## src/rtl/instruction_encoder_loader_pkg.sv

```systemverilog
// rtl/instruction_encoder_loader_pkg.sv - shared format codes, opcodes and FSM states for the instruction encoder loader
package instruction_encoder_loader_pkg;

    typedef enum logic [1:0] {
        FMT_R  = 2'b00,
        FMT_I  = 2'b01,
        FMT_S  = 2'b10,
        FMT_SB = 2'b11
    } fmt_t;

    typedef enum logic [1:0] {
        S_IDLE = 2'b00,
        S_LOAD = 2'b01,
        S_DONE = 2'b10
    } state_t;

    localparam logic [6:0] OP_OP     = 7'b0110011;
    localparam logic [6:0] OP_OP32   = 7'b0111011;
    localparam logic [6:0] OP_LOAD   = 7'b0000011;
    localparam logic [6:0] OP_IMM    = 7'b0010011;
    localparam logic [6:0] OP_IMM32  = 7'b0011011;
    localparam logic [6:0] OP_JALR   = 7'b1100111;
    localparam logic [6:0] OP_STORE  = 7'b0100011;
    localparam logic [6:0] OP_BRANCH = 7'b1100011;

    function automatic logic opcode_matches_fmt(input fmt_t f, input logic [6:0] op);
        logic ok;
        ok = 1'b0;
        case (f)
            FMT_R:  ok = (op == OP_OP) || (op == OP_OP32);
            FMT_I:  ok = (op == OP_LOAD) || (op == OP_IMM) || (op == OP_IMM32) || (op == OP_JALR);
            FMT_S:  ok = (op == OP_STORE);
            FMT_SB: ok = (op == OP_BRANCH);
            default: ok = 1'b0;
        endcase
        return ok;
    endfunction

endpackage

```

## src/rtl/instruction_encoder_loader_insn_field_packer.sv

```systemverilog
// rtl/instruction_encoder_loader_insn_field_packer.sv - combinational RV64I field tuple to 32-bit word packer
module insn_field_packer
    import instruction_encoder_loader_pkg::*;
(
    input  logic [1:0]  fmt,
    input  logic [6:0]  opcode,
    input  logic [2:0]  func3,
    input  logic [6:0]  func7,
    input  logic [4:0]  rd,
    input  logic [4:0]  rs1,
    input  logic [4:0]  rs2,
    input  logic [12:0] imm,
    output logic [31:0] word
);

    // Branch offsets are always even, so imm[0] carries no information.
    logic unused_imm0;
    assign unused_imm0 = imm[0];

    always_comb begin
        word = 32'h0;
        case (fmt_t'(fmt))
            FMT_R:  word = {func7, rs2, rs1, func3, rd, opcode};
            FMT_I:  word = {imm[11:0], rs1, func3, rd, opcode};
            FMT_S:  word = {imm[11:5], rs2, rs1, func3, imm[4:0], opcode};
            FMT_SB: word = {imm[12], imm[10:5], rs2, rs1, func3, imm[4:1], imm[11], opcode};
            default: word = 32'h0;
        endcase
    end

endmodule

```

## src/rtl/instruction_encoder_loader.sv

```systemverilog
// rtl/instruction_encoder_loader.sv - streams packed instructions into imem; optional opcode check via ENC_FMT_CHECK_EN
module instruction_encoder_loader
    import instruction_encoder_loader_pkg::*;
#(
    parameter int ADDR_W    = 10,
    parameter int BASE_ADDR = 0,
    parameter int MAX_INSNS = 256
) (
    input  logic                           clk,
    input  logic                           reset,
    input  logic                           start,
    input  logic                           in_valid,
    output logic                           in_ready,
    input  logic                           in_last,
    input  logic [1:0]                     fmt,
    input  logic [6:0]                     opcode,
    input  logic [2:0]                     func3,
    input  logic [6:0]                     func7,
    input  logic [4:0]                     rd,
    input  logic [4:0]                     rs1,
    input  logic [4:0]                     rs2,
    input  logic [12:0]                    imm,
    output logic                           mem_we,
    input  logic                           mem_ready,
    output logic [ADDR_W-1:0]              mem_addr,
    output logic [31:0]                    mem_wdata,
    output logic [$clog2(MAX_INSNS+1)-1:0] count,
    output logic                           done,
    output logic                           fmt_err
);

    localparam int CNT_W = $clog2(MAX_INSNS + 1);

    state_t      state;
    logic        last_pend;
    logic [31:0] word;
    logic [CNT_W:0] inflight;
    logic        below_limit;
    logic        accept;
    logic        retire;
    logic        session_end;

    insn_field_packer u_packer (
        .fmt    (fmt),
        .opcode (opcode),
        .func3  (func3),
        .func7  (func7),
        .rd     (rd),
        .rs1    (rs1),
        .rs2    (rs2),
        .imm    (imm),
        .word   (word)
    );

    // Written plus pending words; stops accepts once the limit is already spoken for.
    assign inflight    = {1'b0, count} + {{CNT_W{1'b0}}, mem_we};
    assign below_limit = inflight < (CNT_W+1)'(MAX_INSNS);

    assign in_ready    = (state == S_LOAD) && !last_pend && below_limit && (!mem_we || mem_ready);
    assign accept      = in_valid && in_ready;
    assign retire      = mem_we && mem_ready;
    assign session_end = retire && (last_pend || (count == CNT_W'(MAX_INSNS - 1)));

    always_ff @(posedge clk) begin
        if (reset) begin
            state     <= S_IDLE;
            last_pend <= 1'b0;
            mem_we    <= 1'b0;
            mem_addr  <= ADDR_W'(BASE_ADDR);
            mem_wdata <= 32'h0;
            count     <= '0;
            done      <= 1'b0;
        end else begin
            case (state)
                S_IDLE, S_DONE: begin
                    if (start) begin
                        state     <= S_LOAD;
                        last_pend <= 1'b0;
                        mem_we    <= 1'b0;
                        mem_addr  <= ADDR_W'(BASE_ADDR);
                        count     <= '0;
                        done      <= 1'b0;
                    end
                end
                S_LOAD: begin
                    if (retire) begin
                        count    <= count + CNT_W'(1);
                        mem_addr <= mem_addr + ADDR_W'(4);
                    end
                    if (accept) begin
                        mem_we    <= 1'b1;
                        mem_wdata <= word;
                        last_pend <= in_last;
                    end else if (retire) begin
                        mem_we <= 1'b0;
                    end
                    if (session_end) begin
                        state  <= S_DONE;
                        mem_we <= 1'b0;
                        done   <= 1'b1;
                    end
                end
                default: state <= S_IDLE;
            endcase
        end
    end

`ifdef ENC_FMT_CHECK_EN
    always_ff @(posedge clk) begin
        if (reset) begin
            fmt_err <= 1'b0;
        end else if (start && (state != S_LOAD)) begin
            fmt_err <= 1'b0;
        end else if (accept && !opcode_matches_fmt(fmt_t'(fmt), opcode)) begin
            fmt_err <= 1'b1;
        end
    end
`else
    assign fmt_err = 1'b0;
`endif

endmodule

```

## config.mk

```make
export PLATFORM = sky130hd
export DESIGN_NAME = instruction_encoder_loader
export DESIGN_NICKNAME = d
export VERILOG_FILES = /design/src/rtl/instruction_encoder_loader_pkg.sv /design/src/rtl/instruction_encoder_loader_insn_field_packer.sv /design/src/rtl/instruction_encoder_loader.sv
export SDC_FILE = /design/constraint.sdc
export NUM_CORES = 1
export LEC_CHECK = 0
export CORE_MARGIN = 4
export CORE_UTILIZATION = 43
export DETAILED_ROUTE_END_ITERATION = 10
export MAX_ROUTING_LAYER = met4
export PLACE_DENSITY = 0.9
export SKIP_LAST_GASP = 1
export SLEW_MARGIN = 10
export SYNTH_ARGS = -nofsm -noshare
export SYNTH_HDL_FRONTEND = slang
export SYNTH_SLANG_ARGS = --single-unit
```

## constraint.sdc

```tcl
create_clock -name clk -period 2.2 [get_ports clk]
set_clock_uncertainty 0.15 [all_clocks]
set_input_delay 0.22 -clock clk [delete_from_list [all_inputs] [get_ports clk]]
set_output_delay 0.22 -clock clk [all_outputs]
set_load 0.005 [all_outputs]
```

Word level (Yosys, flattened, before mapping)
Cells that the tools add are included.
Cells by class
  shift operators: 0
  $add $sub $neg: 3
  div/mod/pow operators: 0
  equality and inequality tests: 11
  bitwise operators: 0
  reductions and logical operators: 20
  $mul: 0
  multiplexer cells: 19
  order comparisons: 1
Operators by type and width (count)
  $pmux 32 s4: 1
  $mux 10: 2
  $pmux 10 s2: 1
  $mux 9: 2
  $pmux 9 s2: 1
  $reduce_and 3->1: 4
  $add 10x3->10 const B: 1
  $add 9x1->10: 1
  $lt 10x9->1 const B: 1
  $add 9x1->9 const B: 1
  $eq 9x8->1 const B: 1
  $ne 2x2->1 const B: 4
  $eq 2x2->1 const B: 3
  $logic_and 1x1->1: 6
  $mux 1: 6
  $pmux 1 s2: 3
  $eq 2x1->1 const B: 2
  $logic_not 2->1: 2
  $mux 2: 2
  $ne 4x4->1 const B: 1
  $pmux 2 s2: 1
  $reduce_and 2->1: 2
  $logic_not 1->1: 2
  $logic_or 1x1->1: 2
  2 further kinds: 2
Word-level totals
  bits in writable memories: 0
  flip-flop bits (word level): 56
  word-level logic and storage cells: 61
  bits in latches: 0
  output and inout port bits: 55
  ROM bits: 0
  memories: 0

Longest topological paths before layout
Gate-level depths: netlist of the first run.
  depth after elaboration: 8
  mapped depth: 7

Cells and area by module
From an unflattened synthesis of the first run, not the netlist that was laid out.
Unflattened totals
  cells, all modules: 301
  area, all modules: 2727.6 µm²
Modules (own cells, without submodules)
  instruction_encoder_loader: sequential area each 1081.0 µm², times used 1, area an instance 2364.8 µm², cells each 262
  insn_field_packer: sequential area each 0.0 µm², times used 1, area an instance 362.8 µm², cells each 39

Worst setup path before layout of the first run
Ideal clock, no wire load.
  kind: reg-to-reg
  from: reg count[0]
  to: reg mem_wdata[25]
  arrival time: 1413 ps
  clock period less this slack: 1700 ps
  stages on the path, launching flop included: 7
  required time: 1913 ps
  slack: 500 ps
  setup time: 137 ps
  cell sequence: dfxtp_1 > nand4_2 > o211a_1 > buf_6 > o21ai_4 > buf_6 > o31ai_2
Between the ends
  longest elaborated chain between the ends: 6
RTL lines
  start: declaration: line instruction_encoder_loader.sv:27  | output logic [$clog2(MAX_INSNS+1)-1:0] count,
  start signal: assignment: line instruction_encoder_loader.sv:87  | count <= count + CNT_W'(1);
  $add 9x1->10: line instruction_encoder_loader.sv:56  | assign inflight = {1'b0, count} + {{CNT_W{1'b0}}, mem_we};
  $lt 10x9->1: line instruction_encoder_loader.sv:57  | assign below_limit = inflight < (CNT_W+1)'(MAX_INSNS);
  $logic_and 1x1->1 (2 in a row): line instruction_encoder_loader.sv:59  | assign in_ready = (state == S_LOAD) && !last_pend && below_limit && (!mem_we || mem_ready);
  $logic_and 1x1->1: line instruction_encoder_loader.sv:60  | assign accept = in_valid && in_ready;
  $reduce_and 2->1 (no source line)
  end signal: assignment: line instruction_encoder_loader.sv:92  | mem_wdata <= word;
  end: declaration: line instruction_encoder_loader.sv:26  | output logic [31:0] mem_wdata,
Every way passes these cells.
A chain may end at the register's enable or synchronous reset.

Worst setup path in the final report of the first run
  from: reg count[6]
  to: out in_ready
Between the ends
  longest elaborated chain between the ends: 4
RTL lines
  $add 9x1->10: line instruction_encoder_loader.sv:56
  $lt 10x9->1: line instruction_encoder_loader.sv:57
  $logic_and 1x1->1 (2 in a row): line instruction_encoder_loader.sv:59
  end: declaration: line instruction_encoder_loader.sv:13  | output logic in_ready,
Every way passes these cells.

==> impl_metrics.env, run 1 <==
export IMPL_dpl_cell_area_sq_mm=0.00371
export IMPL_synthMuxAreaShare_pct=6.99
export IMPL_via_per_inst=5.56
export IMPL_cts_buffers=5
export IMPL_critPathLaunchType="flip-flop"
export IMPL_clkLatencyLatePin_ns=0.30
export IMPL_core_area_sq_mm=0.00589
export IMPL_cts_root_buffer="clkbuf_8"
export IMPL_ys_types=42
export IMPL_h_tree_depth=2
export IMPL_track_usage_pct=19.7
export IMPL_clkTransAtPathRegs_ns=0.09
export IMPL_grt_pass1_vias=2400
export IMPL_fin_setup_tns_ns=0
export IMPL_layout_drive_gt1_share_pct=11.9
export IMPL_num_io_pins=108
export IMPL_drv_slew=0
export IMPL_startpoint="count[6]$_SDFFE_PP0P_"
export IMPL_post_cts_setup_buffers=0
export IMPL_area_growth_pct=46.9
export IMPL_cp_endpoint="in_ready"
export IMPL_worstReg2RegStart="count[6]$_SDFFE_PP0P_"
export IMPL_drc_errors=0
export IMPL_reg2reg_slack_ns=0.43
export IMPL_setup_viol=0
export IMPL_p_per_area_mw_per_mm2=506
export IMPL_routedWlPerCell_microns=15.7
export IMPL_diodes=0
export IMPL_netlist_top_cells_area="dfxtp_1 (42%), mux2i_1 (6.6%), o211ai_1 (4.9%), o31ai_2 (4.3%), a21oi_1 (4.2%)"
export IMPL_yosysMostFrequentCell="dfxtp_1"
export IMPL_netlist_area_sq_mm=0.00260
export IMPL_hold_viol_final=0
export IMPL_fin_hold_ws_ns=0.154
export IMPL_final_area_sq_mm=0.00381
export IMPL_tritoncts="built"
export IMPL_synth_compound_area_share_pct=22.3
export IMPL_gp_congestion=0.810
export IMPL_vias=2519
export IMPL_crit_arrival_ns=1.66
export IMPL_power_mw=1.93
export IMPL_synthAdderAreaFrac_pct=1.45
export IMPL_vdd_drop_max_mv=0.284
export IMPL_die_w_microns=85.7
export IMPL_clock_path_buffers=2
export IMPL_die_area_sq_mm=0.00735
export IMPL_yosysSeqAreaShare_pct=41.6
export IMPL_top_usage_layer="met2"
export IMPL_grt_antenna_before_repair=0
export IMPL_yosysTopAreaCell="dfxtp_1"
export IMPL_routed_wl_mm=7.12
export IMPL_r2r_end="mem_wdata[20]$_SDFFE_PP0P_"
export IMPL_start_util_pct=44.1
export IMPL_crit_required_ns=1.83
export IMPL_cts_sinks=54
export IMPL_grt_max_degree=33
export IMPL_io_buffers=104
export IMPL_clock_fmax_mhz=494
export IMPL_yosysWarnings=0
export IMPL_synthTopCellsByCount="dfxtp_1 (54), nor2_1 (25), a21oi_1 (22), nand3_1 (22)"
export IMPL_met1_usage_pct=23.0
export IMPL_status="finished, final reports clean"
export IMPL_yosys_register_bits=54
export IMPL_dr_pass1_iters=4
export IMPL_synth_simple_area_share_pct=17.6
export IMPL_endpoint_kind="output port"
export IMPL_row_count=28
export IMPL_p_leak_nw=1.34
export IMPL_postSynthCellCount=278
export IMPL_synth_top_area_share_pct=41.6
export IMPL_met2_usage_pct=33.8
export IMPL_nNetsFinal=433
export IMPL_grt_overflow=0
export IMPL_r2r_cells=6
export IMPL_hp_class="in -> reg"
export IMPL_synth_edf_count=0
export IMPL_hpwl_mm=5.32
export IMPL_syn_avg_cell_area_sq_um=9.34
export IMPL_synthXorXnorAreaFrac_pct=4.05
export IMPL_period_needed_ns=2.03
export IMPL_rsz0062_at_grt="false"
export IMPL_synthFlopType="dfxtp_1"
export IMPL_crit_fanout=4
export IMPL_cap_violations=0
export IMPL_grt_pass1_wl_mm=11.5
export IMPL_drtIter0Drc=107
export IMPL_die_h_microns=85.7
export IMPL_crit_type="reg -> out"
export IMPL_ant_nets=0
export IMPL_synth_top_family_by_area="compound AO/OA/AOI/OAI gates"
export IMPL_async_reset_ff_share_pct=0
export IMPL_met3_usage_pct=4.32
export IMPL_period_share_pct=92.1
## per-stage QoR
step	instances	setup WS (ns)	util, %
after floorplan	280	0.500	-
after global placement	445	0.161	63.1
after detailed placement	445	0.130	63.1
after CTS	453	0.147	64.8
after global routing	453	0.0447	64.8
final	453	0.175	64.8
## metal layers
layer,wire length [microns],vias up
met5,0,-
li1,-,1229
met1,2960,1200
met4,100,0
met3,402,6
met2,3660,84
## cell type report
class / count / area, sq um
timing repair buffer: 117 / 1160
inverter: 3 / 11.3
sequential: 54 / 1090
tap: 75 / 93.8
clock buffer: 7 / 86.3
multi-input combinational: 196 / 1370
clock inverter: 1 / 5.00
fill: 510 / 2070
## worst max-delay path, stage by stage (launching register included)
cell and delay (ns):
dfxtp_1 0.42, nand4_2 0.17, o211a_1 0.28, nor2_1 0.15, nor3b_1 0.07, dlygate4sd2_1 0.28
## sequential cells by signal, summed over array words and instances, names as in the netlist
| name | flops |
|---|---|
| count | 9 |
| last_pend | 1 |
| mem_we | 1 |
| done | 1 |
| state | 2 |
| mem_wdata | 32 |
| mem_addr | 8 |
## worst min-delay path by stage
stage                     slack (ns)                  startpoint  cells past startpoint                          to
after global routing            0.15                       reset                      2       count[0]$_SDFFE_PP0P_
after detailed placement        0.32   mem_wdata[1]$_SDFFE_PP0P_                      2   mem_wdata[1]$_SDFFE_PP0P_
final                           0.15                       reset                      2       count[0]$_SDFFE_PP0P_
after floorplan                 0.21                     in_last                      2      last_pend$_SDFFE_PP0P_
after global placement          0.31  mem_wdata[24]$_SDFFE_PP0P_                      1  mem_wdata[24]$_SDFFE_PP0P_
after CTS                       0.15                       reset                      2       count[0]$_SDFFE_PP0P_
## logic make-up (layout without fill, tap and decap cells)
family,count (synthesis),after routing
AO/OA/AOI/OAI,77,77
XOR/XNOR,12,12
adder cells (fa/ha/maj),3,3
buffers and inverters,30,128
flip-flops,54,54
multiplexers,18,18
other,1,3
AND/OR/NAND/NOR,83,83
## repair_timing
action	in CTS	in global routing
endpoints found under the setup margin	1	0
hold buffers	0	0
resized for setup	7	0
endpoints found under the hold margin	0	0
## where the power goes
group | internal, mW | switching, mW | leakage, nW
logic | 0.190 | 0.148 | 0.855
clock network | 0.255 | 0.311 | 0.0482
registers | 1.01 | 0.0188 | 0.440
## cell usage in the layout (no fill, tap or decap), types with 7 or more instances in the layout
cell             instances
nor2_1                  24
clkdlybuf4s50_1        102
nand4_1                 17
o31ai_2                  9
xnor2_1                  7
nand3_1                 22
a21oi_1                 22
buf_4                   11
dfxtp_1                 49
o211ai_1                17
o31ai_1                  7
mux2i_1                 17
Note: power is estimated with default switching activity, not from simulation.
==> run 2, diff against run 1 <==
--- a/config.mk
+++ b/config.mk
@@ -6,12 +6,14 @@
 export NUM_CORES = 1
 export LEC_CHECK = 0
 export CORE_MARGIN = 4
-export CORE_UTILIZATION = 43
+export CORE_UTILIZATION = 44
+export CTS_BUF_LIST = sky130_fd_sc_hd__clkbuf_16
 export DETAILED_ROUTE_END_ITERATION = 10
 export MAX_ROUTING_LAYER = met4
-export PLACE_DENSITY = 0.9
+export PLACE_DENSITY = 0.91
 export SKIP_LAST_GASP = 1
 export SLEW_MARGIN = 10
 export SYNTH_ARGS = -nofsm -noshare
 export SYNTH_HDL_FRONTEND = slang
+export SYNTH_HIERARCHICAL = 1
 export SYNTH_SLANG_ARGS = --single-unit
==> impl_metrics.env, run 2 <==
export IMPL_vias=2374
export IMPL_tritoncts="built"
export IMPL_rsz0062_at_grt="false"
export IMPL_routed_wl_mm=6.89
export IMPL_fin_setup_tns_ns=0
export IMPL_grt_pass1_wl_mm=11.1
export IMPL_netlist_top_cells_area="dfxtp_1 (40%), mux2i_1 (13%), nand2_1 (9.8%), mux2_2 (6.2%), buf_4 (5.2%)"
export IMPL_ys_types=40
export IMPL_syn_avg_cell_area_sq_um=9.06
export IMPL_clock_path_buffers=2
export IMPL_dp_cells=456
export IMPL_hpwl_mm=5.31
export IMPL_grt_overflow=0
export IMPL_p_leak_nw=1.44
export IMPL_synth_edf_count=0
export IMPL_clkLatencyLatePin_ns=0.28
export IMPL_postSynthCellCount=301
export IMPL_cts_root_buffer="clkbuf_16"
export IMPL_routedWlPerCell_microns=14.9
export IMPL_min_delay_start="mem_wdata[2]$_SDFFE_PP0P_"
export IMPL_crit_fanout=6
export IMPL_async_reset_ff_share_pct=0
export IMPL_grt_antenna_before_repair=0
export IMPL_setup_viol=0
export IMPL_p_per_area_mw_per_mm2=545
export IMPL_r2r_end="mem_we$_SDFFE_PP0P_"
export IMPL_nNetsFinal=444
export IMPL_h_tree_depth=2
export IMPL_reg2reg_slack_ns=0.39
export IMPL_hp_class="reg -> reg"
export IMPL_synthMuxAreaShare_pct=19.4
export IMPL_synth_compound_area_share_pct=5.96
export IMPL_yosysTopAreaCell="dfxtp_1"
export IMPL_r2r_cells=7
export IMPL_cts_sinks=54
export IMPL_die_h_microns=86.7
export IMPL_io_buffers=104
export IMPL_reg_top3="mem_wdata: 32 flops, count: 9 flops, mem_addr: 8 flops"
export IMPL_synthAdderAreaFrac_pct=1.38
export IMPL_grt_max_degree=39
export IMPL_endpoint_kind="output port"
export IMPL_stdcell_count=463
export IMPL_synthTopCellsByCount="nand2_1 (71), dfxtp_1 (54), mux2i_1 (36)"
export IMPL_crit_required_ns=1.83
export IMPL_core_area_sq_mm=0.00596
export IMPL_cts_buffers=5
export IMPL_yosysWarnings=6
export IMPL_worstReg2RegStart="count[2]$_SDFFE_PP0P_"
export IMPL_layout_commonest_cell="clkdlybuf4s50_1"
export IMPL_critPathLaunchType="flip-flop"
export IMPL_drc_errors=0
export IMPL_synthFlopType="dfxtp_1"
export IMPL_status="finished, final reports clean"
export IMPL_die_area_sq_mm=0.00752
export IMPL_num_io_pins=108
export IMPL_synthXorXnorAreaFrac_pct=3.53
export IMPL_cap_violations=0
export IMPL_synth_top_area_share_pct=39.6
export IMPL_regMostFlops="mem_wdata"
export IMPL_yosysSeqAreaShare_pct=39.6
export IMPL_track_usage_pct=18.7
export IMPL_clock_fmax_mhz=477
export IMPL_start_util_pct=45.8
export IMPL_yosysMostFrequentCell="nand2_1"
export IMPL_grt_pass1_vias=2367
export IMPL_min_to="mem_wdata[2]$_SDFFE_PP0P_"
export IMPL_layout_common_cells="clkdlybuf4s50_1 (104), nand2_1 (71), dfxtp_1 (54), mux2i_1 (36), nor2_1 (23)"
export IMPL_crit_arrival_ns=1.73
export IMPL_dr_pass1_iters=4
export IMPL_via_per_inst=5.13
export IMPL_gp_congestion=0.905
export IMPL_period_needed_ns=2.10
export IMPL_netlist_area_sq_mm=0.00273
export IMPL_drv_slew=0
export IMPL_hold_viol_final=0
export IMPL_row_count=28
export IMPL_drtIter0Drc=59
export IMPL_ant_nets=0
export IMPL_largest_reg_flops=32
export IMPL_vdd_drop_max_mv=0.296
export IMPL_clkTransAtPathRegs_ns=0.07
export IMPL_layout_drive_gt1_share_pct=10.3
export IMPL_hold_buffers=0
export IMPL_yosys_register_bits=54
export IMPL_area_growth_pct=41.4
export IMPL_crit_type="reg -> out"
export IMPL_worstHoldPathCells=2
export IMPL_synth_top_family_by_area="simple AND/OR/NAND/NOR gates"
export IMPL_synth_simple_area_share_pct=20.0
export IMPL_period_share_pct=95.3
export IMPL_diodes=0
export IMPL_die_w_microns=86.7
-- run 2: changes by cell type in the layout (fill, tap and decap cells not counted), moves of 6 or more --
cell	change
o31ai_1	-7
mux2_2	+14
mux2i_1	+19
a21oi_1	-12
o211ai_1	-13
nand3_1	-17
o31ai_2	-9
clkbuf_8	-6
nand4_1	-16
nand2_1	+65
-- run 2: stage by stage --
step	power, mW	utilization [%]	setup slack [ns]	hold WS (ns)	instance area (sq um)
2_1_floorplan	1.22	-	0.522	0.221	2740
3_3_place_gp	1.38	62.4	0.229	0.291	3720
3_5_place_dp	1.39	62.4	0.184	0.295	3720
4_1_cts	2.13	64.7	0.0919	0.308	3850
5_1_grt	2.20	64.7	0.0333	0.318	3860
6_report	2.10	64.7	0.102	0.304	3860
-- run 2: cell type report --
type / count / area [sq um]
Timing Repair Buffer: 113 / 1150
Tap cell: 75 / 93.8
Sequential cell: 54 / 1080
Clock buffer: 5 / 125
Multi-Input combinational cell: 212 / 1390
Fill cell: 487 / 2100
Clock inverter: 2 / 11.3
Inverter: 2 / 7.51
-- run 2: logic make-up after synthesis --
| logic type | Yosys count |
|---|---|
| AND/OR/NAND/NOR | 119 |
| AO/OA/AOI/OAI | 25 |
| XOR/XNOR | 11 |
| other | 1 |
| multiplexers | 51 |
| adder cells (fa/ha/maj) | 3 |
| buffers and inverters | 37 |
| flip-flops | 54 |
-- run 2: routing by layer --
| layer | part of all wire, % | track usage (%) | wire length [microns] |
|---|---|---|---|
| met5 | 0 | - | 0 |
| met4 | 1.0 | 4.53 | 72 |
| met3 | 8.8 | 5.51 | 607 |
| met2 | 49 | 31.6 | 3390 |
| met1 | 41 | 22.0 | 2820 |
-- run 2: power by group --
group / switching (mW) / total [mW] / internal (mW)
Clock: 0.327 / 0.739 / 0.411
Sequential: 0.0175 / 1.02 / 1.01
Combinational: 0.130 / 0.337 / 0.207
Total: 0.475 / 2.10 / 1.63
-- run 2: timing repair --
action	CTS	global route
buffers inserted	0	0
resized for setup	0	1
endpoints found under the setup margin	0	1
-- run 2: how the worst max path moves through the flow --
stage                     startpoint                  end  slack [ns]  cells after the start
6_report       count[2]$_SDFFE_PP0P_             in_ready        0.10                      4
5_1_grt        state[0]$_SDFFE_PP0P_             in_ready        0.03                      4
4_1_cts        state[0]$_SDFFE_PP0P_             in_ready        0.09                      4
3_5_place_dp               mem_ready             in_ready        0.18                      5
3_3_place_gp               mem_ready             in_ready        0.23                      5
2_1_floorplan  count[2]$_SDFFE_PP0P_  mem_we$_SDFFE_PP0P_        0.52                      7
-- run 2: critical path, stage by stage, from the launching register on --
cell             delay [ns]
dfxtp_1                0.43
and4_4                 0.27
and4_4                 0.25
nor2_1                 0.04
clkdlybuf4s50_1        0.44
==> run 3, diff against run 2 <==
--- a/config.mk
+++ b/config.mk
@@ -6,11 +6,11 @@
 export NUM_CORES = 1
 export LEC_CHECK = 0
 export CORE_MARGIN = 4
-export CORE_UTILIZATION = 44
+export CORE_UTILIZATION = 47
 export CTS_BUF_LIST = sky130_fd_sc_hd__clkbuf_16
 export DETAILED_ROUTE_END_ITERATION = 10
 export MAX_ROUTING_LAYER = met4
-export PLACE_DENSITY = 0.91
+export PLACE_DENSITY = 0.95
 export SKIP_LAST_GASP = 1
 export SLEW_MARGIN = 10
 export SYNTH_ARGS = -nofsm -noshare
==> constraint.sdc (replaced) <==
create_clock -name clk -period 2.7 [get_ports clk]
set_clock_uncertainty 0.15 [all_clocks]
set_input_delay 0.27 -clock clk [delete_from_list [all_inputs] [get_ports clk]]
set_output_delay 0.27 -clock clk [all_outputs]
set_load 0.005 [all_outputs]
==> impl_metrics.env, run 3 (synthesis gave the netlist of run 2 again) <==
export IMPL_drv_slew=0
export IMPL_hp_class="reg -> reg"
export IMPL_crit_required_ns=2.28
export IMPL_dr_pass1_iters=4
export IMPL_p_per_area_mw_per_mm2=495
export IMPL_diodes=0
export IMPL_cts_buffers=5
export IMPL_fillers=415
export IMPL_seqPwrFrac_pct=43.7
export IMPL_combPwrFrac_pct=14.3
export IMPL_top_usage_layer="met2"
export IMPL_num_io_pins=108
export IMPL_endpoint_kind="output port"
export IMPL_grt_pass1_vias=2462
export IMPL_met2_usage_pct=36.1
export IMPL_cts_sinks=54
export IMPL_p_int_mw=1.51
export IMPL_dpl_cell_area_sq_mm=0.00367
export IMPL_grt_antenna_before_repair=0
export IMPL_met1_usage_pct=24.3
export IMPL_p_sw_mw=0.399
export IMPL_period_needed_ns=2.30
export IMPL_crit_arrival_ns=1.88
export IMPL_clock_path_buffers=2
export IMPL_period_share_pct=85.2
export IMPL_track_usage_pct=21.1
export IMPL_hold_buffers=0
export IMPL_clkTransAtPathRegs_ns=0.07
export IMPL_gp_congestion=0.865
export IMPL_vias=2379
export IMPL_clock_fmax_mhz=435
export IMPL_status="finished, final reports clean"
export IMPL_layout_common_cells="clkdlybuf4s50_1 (104), nand2_1 (71), dfxtp_1 (54), mux2i_1 (36), nor2_1 (23)"
export IMPL_io_buffers=104
export IMPL_via_per_inst=5.21
export IMPL_drtIter0Drc=76
export IMPL_die_area_sq_mm=0.00709
export IMPL_grt_overflow=0
export IMPL_hold_viol_final=0
export IMPL_regArea_sq_mm=0.00108
export IMPL_regMostFlops="mem_wdata"
export IMPL_hpwl_mm=5.47
export IMPL_h_tree_depth=2
export IMPL_met3_usage_pct=5.00
export IMPL_layout_drive_gt1_share_pct=9.35
export IMPL_final_area_sq_mm=0.00386
export IMPL_core_area_sq_mm=0.00557
export IMPL_ant_nets=0
export IMPL_crit_fanout=7
export IMPL_nNetsFinal=440
export IMPL_largest_reg_flops=32
export IMPL_clkLatencyLatePin_ns=0.28
export IMPL_crit_type="reg -> out"
export IMPL_cap_violations=0
export IMPL_maxSlewHeadroom_pct=61.2
export IMPL_stdcell_count=457
export IMPL_layout_commonest_cell="clkdlybuf4s50_1"
export IMPL_r2r_cells=5
export IMPL_cts_root_buffer="clkbuf_16"
export IMPL_drc_errors=0
export IMPL_p_sw_share_pct=20.9
export IMPL_start_util_pct=48.9
export IMPL_routedWlPerCell_microns=15.8
export IMPL_row_count=27
export IMPL_die_h_microns=84.2
export IMPL_vdd_drop_max_mv=0.342
export IMPL_post_cts_setup_buffers=0
export IMPL_reg_top3="mem_wdata: 32 flops, count: 9 flops, mem_addr: 8 flops"
export IMPL_critPathLaunchType="flip-flop"
export IMPL_tritoncts="built"
export IMPL_die_w_microns=84.2
export IMPL_worstHoldPathCells=2
export IMPL_grt_max_degree=58
export IMPL_p_clk_share_pct=42.0
export IMPL_worst_slew_pin_slew_ns=0.580
export IMPL_p_leak_nw=1.44
export IMPL_dp_cells=449
export IMPL_cts_resized=0
export IMPL_grt_pass1_wl_mm=11.9
export IMPL_routed_wl_mm=7.21
export IMPL_fin_setup_tns_ns=0
export IMPL_area_growth_pct=41.5
export IMPL_rsz0062_at_grt="false"
export IMPL_multi_input_area_sq_mm=0.00139
export IMPL_setup_viol=0
==> run 3: worst max-delay path, cell delays in order, from the launching register on <==
cell	delay (ns)
dfxtp_1	0.42
nor2b_1	0.28
nand3_1	0.19
nor2_1	0.18
clkdlybuf4s50_1	0.53
==> run 3: final cells by class <==
class | instances | area share, %
inverter | 2 | 0.194
multi-input combinational | 212 | 36.0
clock buffer | 5 | 3.24
sequential | 54 | 28.0
clock inverter | 3 | 1.65
tap | 72 | 2.33
timing repair buffer | 109 | 28.6
==> run 3: layer usage <==
layer / vias up / wire length (microns)
met5: - / 0
met4: 0 / 83
met3: 6 / 579
met2: 118 / 3520
met1: 1102 / 3020
li1: 1153 / -
==> run 3: worst paths after layout <==
check	slack [ns]	from	endpoint
setup / recovery	0.40	state[0]$_SDFFE_PP0P_	in_ready
hold / removal	0.31	mem_wdata[25]$_SDFFE_PP0P_	mem_wdata[25]$_SDFFE_PP0P_
setup reg to reg	0.78	state[0]$_SDFFE_PP0P_	mem_wdata[12]$_SDFFE_PP0P_
hold reg to reg	0.31	mem_wdata[25]$_SDFFE_PP0P_	mem_wdata[25]$_SDFFE_PP0P_
==> run 3: per-stage QoR <==
stage	hold WS [ns]	power (mW)	util, %	worst slack [ns]
after detailed placement	0.297	1.13	65.9	0.530
after CTS	0.308	1.93	69.2	0.424
after global placement	0.291	1.11	65.9	0.569
final	0.307	1.91	69.2	0.400
after floorplan	0.271	0.997	-	1.02
after global routing	0.323	1.99	69.2	0.343
==> run 3: power by group through the flow <==
stage	Clock (mW)	Sequential, mW	Combinational [mW]
after CTS	0.822	0.835	0.275
final	0.801	0.835	0.274
after floorplan	0	0.853	0.144
after global placement	0	0.851	0.264
after global routing	0.857	0.838	0.294
after detailed placement	0	0.853	0.273
